## config.mk

```make
export PLATFORM = sky130hd
export DESIGN_NAME = multi_cycle_ctrl
export DESIGN_NICKNAME = d
export VERILOG_FILES = /design/src/rtl/multi_cycle_ctrl.sv
export SDC_FILE = /design/constraint.sdc
export NUM_CORES = 1
export LEC_CHECK = 0
export ABC_AREA = 1
export CAP_MARGIN = 10
export CORE_MARGIN = 2
export CORE_UTILIZATION = 46
export DETAILED_ROUTE_END_ITERATION = 10
export PLACE_DENSITY = 0.93
export SYNTH_ARGS = -nofsm -noshare
export SYNTH_HDL_FRONTEND = slang
export SYNTH_SLANG_ARGS = --single-unit
export TNS_END_PERCENT = 50
```

## constraint.sdc

```tcl
create_clock -name clk -period 2 [get_ports clk]
set_input_delay 0.4 -clock clk [delete_from_list [all_inputs] [get_ports clk]]
set_output_delay 0.4 -clock clk [all_outputs]
set_load 0.1 [all_outputs]
```

## src/rtl/multi_cycle_ctrl.sv

```systemverilog
// Multi-cycle MIPS-subset control unit: a six-state FSM that issues datapath
// controls from the current state and IR fields, with a countdown for mult/div.
module multi_cycle_ctrl #(
  parameter int MDU_CYCLES = 5,
  parameter int STATE_W    = 3
) (
  input  logic               clk,
  input  logic               reset,
  input  logic [5:0]         opcode,
  input  logic [5:0]         func,
  input  logic               zero,
  input  logic               mem_ready,
  output logic               PCEn,
  output logic               IREn,
  output logic [1:0]         PCsel,
  output logic               GRFEn,
  output logic [1:0]         A3sel,
  output logic [1:0]         WDsel,
  output logic [1:0]         EXTsel,
  output logic               Bsel,
  output logic [2:0]         ALUop,
  output logic               DMEn,
  output logic [1:0]         DMsel,
  output logic               MDUstart,
  output logic [1:0]         MDUop,
  output logic               illegal,
  output logic [STATE_W-1:0] state
);

  typedef enum logic [2:0] {
    S_FETCH  = 3'd0,
    S_DECODE = 3'd1,
    S_EXE    = 3'd2,
    S_MEM    = 3'd3,
    S_WB     = 3'd4,
    S_MDU    = 3'd5
  } state_e;

  localparam logic [5:0] OP_RTYPE = 6'h00, OP_ORI = 6'h0d, OP_LUI = 6'h0f,
                         OP_LW = 6'h23, OP_LB = 6'h20, OP_SW = 6'h2b,
                         OP_SB = 6'h28, OP_BEQ = 6'h04, OP_J = 6'h02,
                         OP_JAL = 6'h03;
  localparam logic [5:0] F_ADDU = 6'h21, F_SUBU = 6'h23, F_AND = 6'h24,
                         F_SRA = 6'h03, F_JR = 6'h08, F_JALR = 6'h09,
                         F_MULT = 6'h18, F_DIV = 6'h1a, F_MFHI = 6'h10,
                         F_MFLO = 6'h12;

  state_e     state_q, state_d;
  logic [7:0] cnt_q, cnt_d;

  logic rtype;
  logic is_addu, is_subu, is_and, is_sra, is_jr, is_jalr;
  logic is_mult, is_div, is_mfhi, is_mflo;
  logic is_ori, is_lui, is_lw, is_lb, is_sw, is_sb, is_beq, is_j, is_jal;
  logic is_alu_r, is_load, is_store, is_mdu, is_mfx, is_known;

  assign rtype   = (opcode == OP_RTYPE);
  assign is_addu = rtype && (func == F_ADDU);
  assign is_subu = rtype && (func == F_SUBU);
  assign is_and  = rtype && (func == F_AND);
  assign is_sra  = rtype && (func == F_SRA);
  assign is_jr   = rtype && (func == F_JR);
  assign is_jalr = rtype && (func == F_JALR);
  assign is_mult = rtype && (func == F_MULT);
  assign is_div  = rtype && (func == F_DIV);
  assign is_mfhi = rtype && (func == F_MFHI);
  assign is_mflo = rtype && (func == F_MFLO);
  assign is_ori  = (opcode == OP_ORI);
  assign is_lui  = (opcode == OP_LUI);
  assign is_lw   = (opcode == OP_LW);
  assign is_lb   = (opcode == OP_LB);
  assign is_sw   = (opcode == OP_SW);
  assign is_sb   = (opcode == OP_SB);
  assign is_beq  = (opcode == OP_BEQ);
  assign is_j    = (opcode == OP_J);
  assign is_jal  = (opcode == OP_JAL);

  assign is_alu_r = is_addu | is_subu | is_and | is_sra;
  assign is_load  = is_lw | is_lb;
  assign is_store = is_sw | is_sb;
  assign is_mdu   = is_mult | is_div;
  assign is_mfx   = is_mfhi | is_mflo;
  assign is_known = is_alu_r | is_load | is_store | is_mdu | is_mfx | is_jr |
                    is_jalr | is_ori | is_lui | is_beq | is_j | is_jal;

  assign state = STATE_W'(state_q);

  always_comb begin
    state_d  = state_q;
    cnt_d    = cnt_q;
    PCEn     = 1'b0;
    IREn     = 1'b0;
    PCsel    = 2'b00;
    GRFEn    = 1'b0;
    A3sel    = 2'b00;
    WDsel    = 2'b00;
    EXTsel   = 2'b00;
    Bsel     = 1'b0;
    ALUop    = 3'b000;
    DMEn     = 1'b0;
    DMsel    = 2'b00;
    MDUstart = 1'b0;
    MDUop    = 2'b00;
    illegal  = 1'b0;
    case (state_q)
      S_FETCH: begin
        IREn    = 1'b1;
        PCEn    = 1'b1;
        state_d = S_DECODE;
      end
      S_DECODE: begin
        if (is_j || is_jal) begin
          PCEn    = 1'b1;
          PCsel   = 2'b10;
          GRFEn   = is_jal;
          A3sel   = is_jal ? 2'b10 : 2'b00;
          WDsel   = is_jal ? 2'b10 : 2'b00;
          state_d = S_FETCH;
        end else if (is_jr || is_jalr) begin
          PCEn    = 1'b1;
          PCsel   = 2'b11;
          GRFEn   = is_jalr;
          WDsel   = is_jalr ? 2'b10 : 2'b00;
          state_d = S_FETCH;
        end else if (!is_known) begin
          illegal = 1'b1;
          state_d = S_FETCH;
        end else begin
          state_d = S_EXE;
        end
      end
      S_EXE: begin
        state_d = S_FETCH;
        if (is_beq) begin
          ALUop = 3'b011;
          PCsel = 2'b01;
          PCEn  = zero;
        end else if (is_load || is_store) begin
          EXTsel  = 2'b01;
          Bsel    = 1'b1;
          state_d = S_MEM;
        end else if (is_ori || is_lui) begin
          EXTsel  = is_lui ? 2'b10 : 2'b00;
          Bsel    = 1'b1;
          ALUop   = is_ori ? 3'b010 : 3'b000;
          state_d = S_WB;
        end else if (is_alu_r) begin
          if (is_subu)     ALUop = 3'b001;
          else if (is_and) ALUop = 3'b100;
          else if (is_sra) ALUop = 3'b110;
          else             ALUop = 3'b000;
          state_d = S_WB;
        end else if (is_mdu) begin
          MDUstart = 1'b1;
          MDUop    = is_div ? 2'b01 : 2'b00;
          cnt_d    = 8'(MDU_CYCLES - 1);
          state_d  = S_MDU;
        end else if (is_mfx) begin
          MDUop   = is_mflo ? 2'b11 : 2'b10;
          state_d = S_WB;
        end
      end
      S_MEM: begin
        DMsel = (is_lb || is_sb) ? 2'b10 : 2'b00;
        DMEn  = is_store;
        if (mem_ready) state_d = is_store ? S_FETCH : S_WB;
      end
      // Counter was loaded with MDU_CYCLES-1, so hitting zero marks the last cycle here.
      S_MDU: begin
        MDUop = is_div ? 2'b01 : 2'b00;
        if (cnt_q == 8'd0) state_d = S_FETCH;
        else               cnt_d   = cnt_q - 8'd1;
      end
      S_WB: begin
        GRFEn   = 1'b1;
        A3sel   = (is_ori || is_lui || is_load) ? 2'b01 : 2'b00;
        WDsel   = is_load ? 2'b01 : (is_mfx ? 2'b11 : 2'b00);
        state_d = S_FETCH;
      end
      default: state_d = S_FETCH;
    endcase
  end

  always_ff @(posedge clk) begin
    if (!reset) begin
      state_q <= S_FETCH;
      cnt_q   <= 8'd0;
    end else begin
      state_q <= state_d;
      cnt_q   <= cnt_d;
    end
  end

endmodule

```

==> run metrics, run 1 <==
outcome aborted with a tool error; Stopped at clock tree synthesis (4_1_cts); Error [ERROR DPL-0038] Utilization greater than 100%, impossible to legalize; placed cells 320; Cell Rows 18; htree depth 1; Post-Syn Instances between 200 and 250; # hold bufs at CTS 0; #FFs+latches synth 11; CTS Buffer Depth 2; Die Y 55.55 µm; io pins 41; Starting Density 48.90%; gpl congestion roughly 0.90; CTS resizes between 100 and 150; Post-DP HPWL between 5000 and 6000 µm; CTS buffer count 3; clock sinks 11; EDFF count, synth 0; main flop type after synthesis dfxtp_1; synth warn 0; synth unique cells 31; Port Buffers 39; ys async rst share 0%; Syn Nets 228; root buffer cell clkbuf_4; Die W around 56 µm; Post-CTS Setup Bufs 27; Placed Area between 2000 and 2500 µm²; Mean Syn Cell Area roughly 5.8 µm²; mapped cell area about 1200 µm²; sequential fraction of the synthesis area 18.01%
## cells in the mapped netlist, drive strengths merged (2+ instances only)
| library cell | count | area share, % |
|---|---|---|
| a21oi | 11 | 4.8 |
| dfxtp | 11 | 18 |
| nand3 | 14 | 5.7 |
| nand4 | 14 | 8.4 |
| nor3 | 9 | 5.0 |
| o21ai | 4 | 1.6 |
| xor2 | 6 | 4.3 |
| nor2 | 40 | 15 |
| ha | 2 | 2.0 |
| nand2 | 55 | 18 |
| inv | 34 | 10 |
## kinds of logic after synthesis
kind of cell / count (synthesis) / synth area share [%]
flip-flops: 11 / 18.01
XOR/XNOR: 7 / 5.015
adder cells (fa/ha/maj): 2 / 2.047
buffers and inverters: 35 / 11.05
AND/OR/NAND/NOR: 133 / 53.02
AO/OA/AOI/OAI: 21 / 10.54
other: 1 / 0.3068
## stage by stage
stage / utilization [%] / setup TNS (ns) / worst slack (ns) / hold slack (ns)
2_1_floorplan: - / -4.728 / -0.6360 / 0.4706
3_3_place_gp: 96.10 / -8.602 / -0.4723 / 0.4800
3_5_place_dp: 96.10 / -12.82 / -0.6887 / 0.5062
==> run 2, diff against run 1 <==
Settings changed: CORE_AREA from default to 2 2 63 65, CORE_MARGIN 2 to default, CORE_UTILIZATION 46 to default, DIE_AREA from default to 0 0 65 67, PLACE_DENSITY 0.93 to default, PLACE_DENSITY_LB_ADDON from default to 0.15.
==> run metrics, run 2 <==
mapped cell area 1222 µm² (unchanged); nets approximately 340; Final Worst Setup Slack -0.1148 ns; Min Hold Slack around 0.50 ns; Placed Area 2470 µm² (+2.8%); Layout Skew approximately 0.0075 ns; GRT Util Overall approximately a quarter; Post-DP HPWL 3480 µm (-33%); Worst EP required 1.60 ns; Synth-to-Final Area Change 127.9%; unrepaired setup endpoints after global routing true; initial antenna violation count 0; clk_lat worst skew 0.24 ns; commonest non-fill, non-tap cell in the layout buf_4; via/cell ratio just under 5; CP arrival 1.71 ns; EDFF count, synth 0 (unchanged); count leader, synth nand2_1; drt total wl between 4000 and 5000 µm; final setup violation count 13; Die W 65 µm (+17%); most frequent cells in the layout 58 x buf_4, 35 x nand2_1, 22 x nor2_1, 22 x buf_12, 18 x inv_1; clk slew on worst S/H paths approximately 0.050 ns; vias in the first global route around 1800; max reg flops 8; Design Area, Final 2786 µm²; endpoints failing hold 0; main flop type after synthesis dfxtp_1; layout cell share with drive strength beyond 1 about three fifths; Cell Rows 22 (+4); Post-route DRC 0; pin count of the biggest net entering global routing 10; synth cell count leaders 50 x nand2_1, 36 x nor2_1, 31 x inv_1; total number of vias about 1800; Layout Utilization slightly below 80%; io pins 41 (unchanged); Avg WL per Cell 13.73 µm; Syn Nets 228 (unchanged); max frequency between 400 and 500 MHz; total gr overflow 0; ranking of synthesized cells by area dfxtp_1 18%, nand2_1 15%, nor2_1 11%; Mean Syn Cell Area 5.821 µm² (unchanged); gpl congestion 0.8757 (-2.8%); share of the synthesized area in the top cell type 18.01% (unchanged); Hold WC Path Type reg -> reg; CP Launch Type input pin; CORE AREA between 3000 and 4000 µm²; Starting Density 33.90% (-15 points); # hold bufs at CTS 0 (unchanged); synth unique cells 31 (unchanged); Biggest register cnt_q; final worst path period share 105.7%; CTS tree built; #FFs+latches synth 11 (unchanged); Critical Path End Type primary output; Die Y 67 µm (+21%); maximum vdd ir drop ~0.42 mV; Max FO, Critical Path 4; # fillers about 250; CTS buffer count 3 (unchanged); CTS Buffer Depth 2 (unchanged); DR iter-0 viols 90; antenna diode count 0; fin crit period 2.115 ns; R2R Setup Slk between 0.2 and 0.25 ns; ys async rst share 0% (unchanged); Lkg Pwr 1.323 nW; htree depth 1 (unchanged); failing checks negative setup slack; Max Slew Vio Count 0; sequential fraction of the synthesis area 18.01% (unchanged); outcome finished with violations; antenna viol nets, final 0; clock sinks 11 (unchanged); first-pass GRT wire length approximately 8000 µm; total die area roughly 4400 µm²; total of max-cap violations 0; Power Total 0.7742 mW; PD cells around 280 nW/µm²; Initial DRT Pass Iterations 6; placed cells 344 (+7.5%); root buffer cell clkbuf_8; Synth area leader dfxtp_1; Port Buffers 39 (unchanged); synth warn 0 (unchanged); Setup Crit Path Kind in -> out; Final Non-Filler Cells about 360; Post-Syn Instances 210 (unchanged)
[run 2: cell families after synthesis]
group	synth area share (%)
xor+xnor	5.015
buf+inv	11.05
simple gates	53.02
compound gates	10.54
other cells	0.3068
flops	18.01
fa+ha+maj	2.047
[run 2: cell type report]
class / count / area, µm² / area share (%)
multi-input combinational: 164 / 1202 / 43.15
timing repair buffer: 103 / 1105 / 39.65
sequential: 11 / 231.5 / 8.307
inverter: 34 / 142.6 / 5.119
tap: 48 / 60.06 / 2.155
clock buffer: 4 / 45.04 / 1.617
[run 2: critical path: stages]
cell and delay, ns:
buf_8 0.10, nor2_4 0.19, buf_4 0.16, nand3_2 0.08, nand2_2 0.08, inv_2 0.04
nand2_2 0.09, nor2_4 0.05, nand2_2 0.07, o22ai_1 0.07, nand2_1 0.10, clkinvlp_4 0.10
buf_12 0.17
[run 2: repair_timing]
item                                    CTS  global route
gates resized for setup                 100            12
endpoints found under the hold margin     0             0
buffers inserted                         11             5
endpoints found under the setup margin   28            14
pin swaps                                28            16
[run 2: layer usage]
| metal | wire (µm) | global-route usage [%] | vias up |
|---|---|---|---|
| li1 | - | - | 897 |
| met3 | 202 | 2.196 | 8 |
| met4 | 78 | 6.649 | 0 |
| met2 | 2722 | 45.62 | 50 |
| met1 | 1993 | 27.35 | 846 |
| met5 | 0 | 0 | - |
[run 2: path summary, 6_finish.rpt]
| kind | to | startpoint | cells after the start |
|---|---|---|---|
| setup / recovery | MDUop[0] | opcode[3] | 13 |
| hold / removal | cnt_q[7] | cnt_q[7] | 2 |
| setup reg to reg | cnt_q[1] | state[1] | 10 |
| hold reg to reg | cnt_q[7] | cnt_q[7] | 2 |
[run 2: metrics by stage]
step	setup slack [ns]	TNS, ns
3_3_place_gp	-0.5007	-9.275
2_1_floorplan	-0.6360	-4.728
4_1_cts	-0.08197	-0.4169
6_report	-0.1148	-0.7822
5_1_grt	-0.1969	-1.581
3_5_place_dp	-0.5579	-9.719
[run 2: report_power, final]
| group | switching [mW] | internal, mW | leakage [nW] |
|---|---|---|---|
| clock network | 0.0885 | 0.140 | 0.0228 |
| registers | 0.00725 | 0.220 | 0.0911 |
| logic | 0.191 | 0.127 | 1.21 |
No activity file was read; power rests on OpenSTA's default activity.
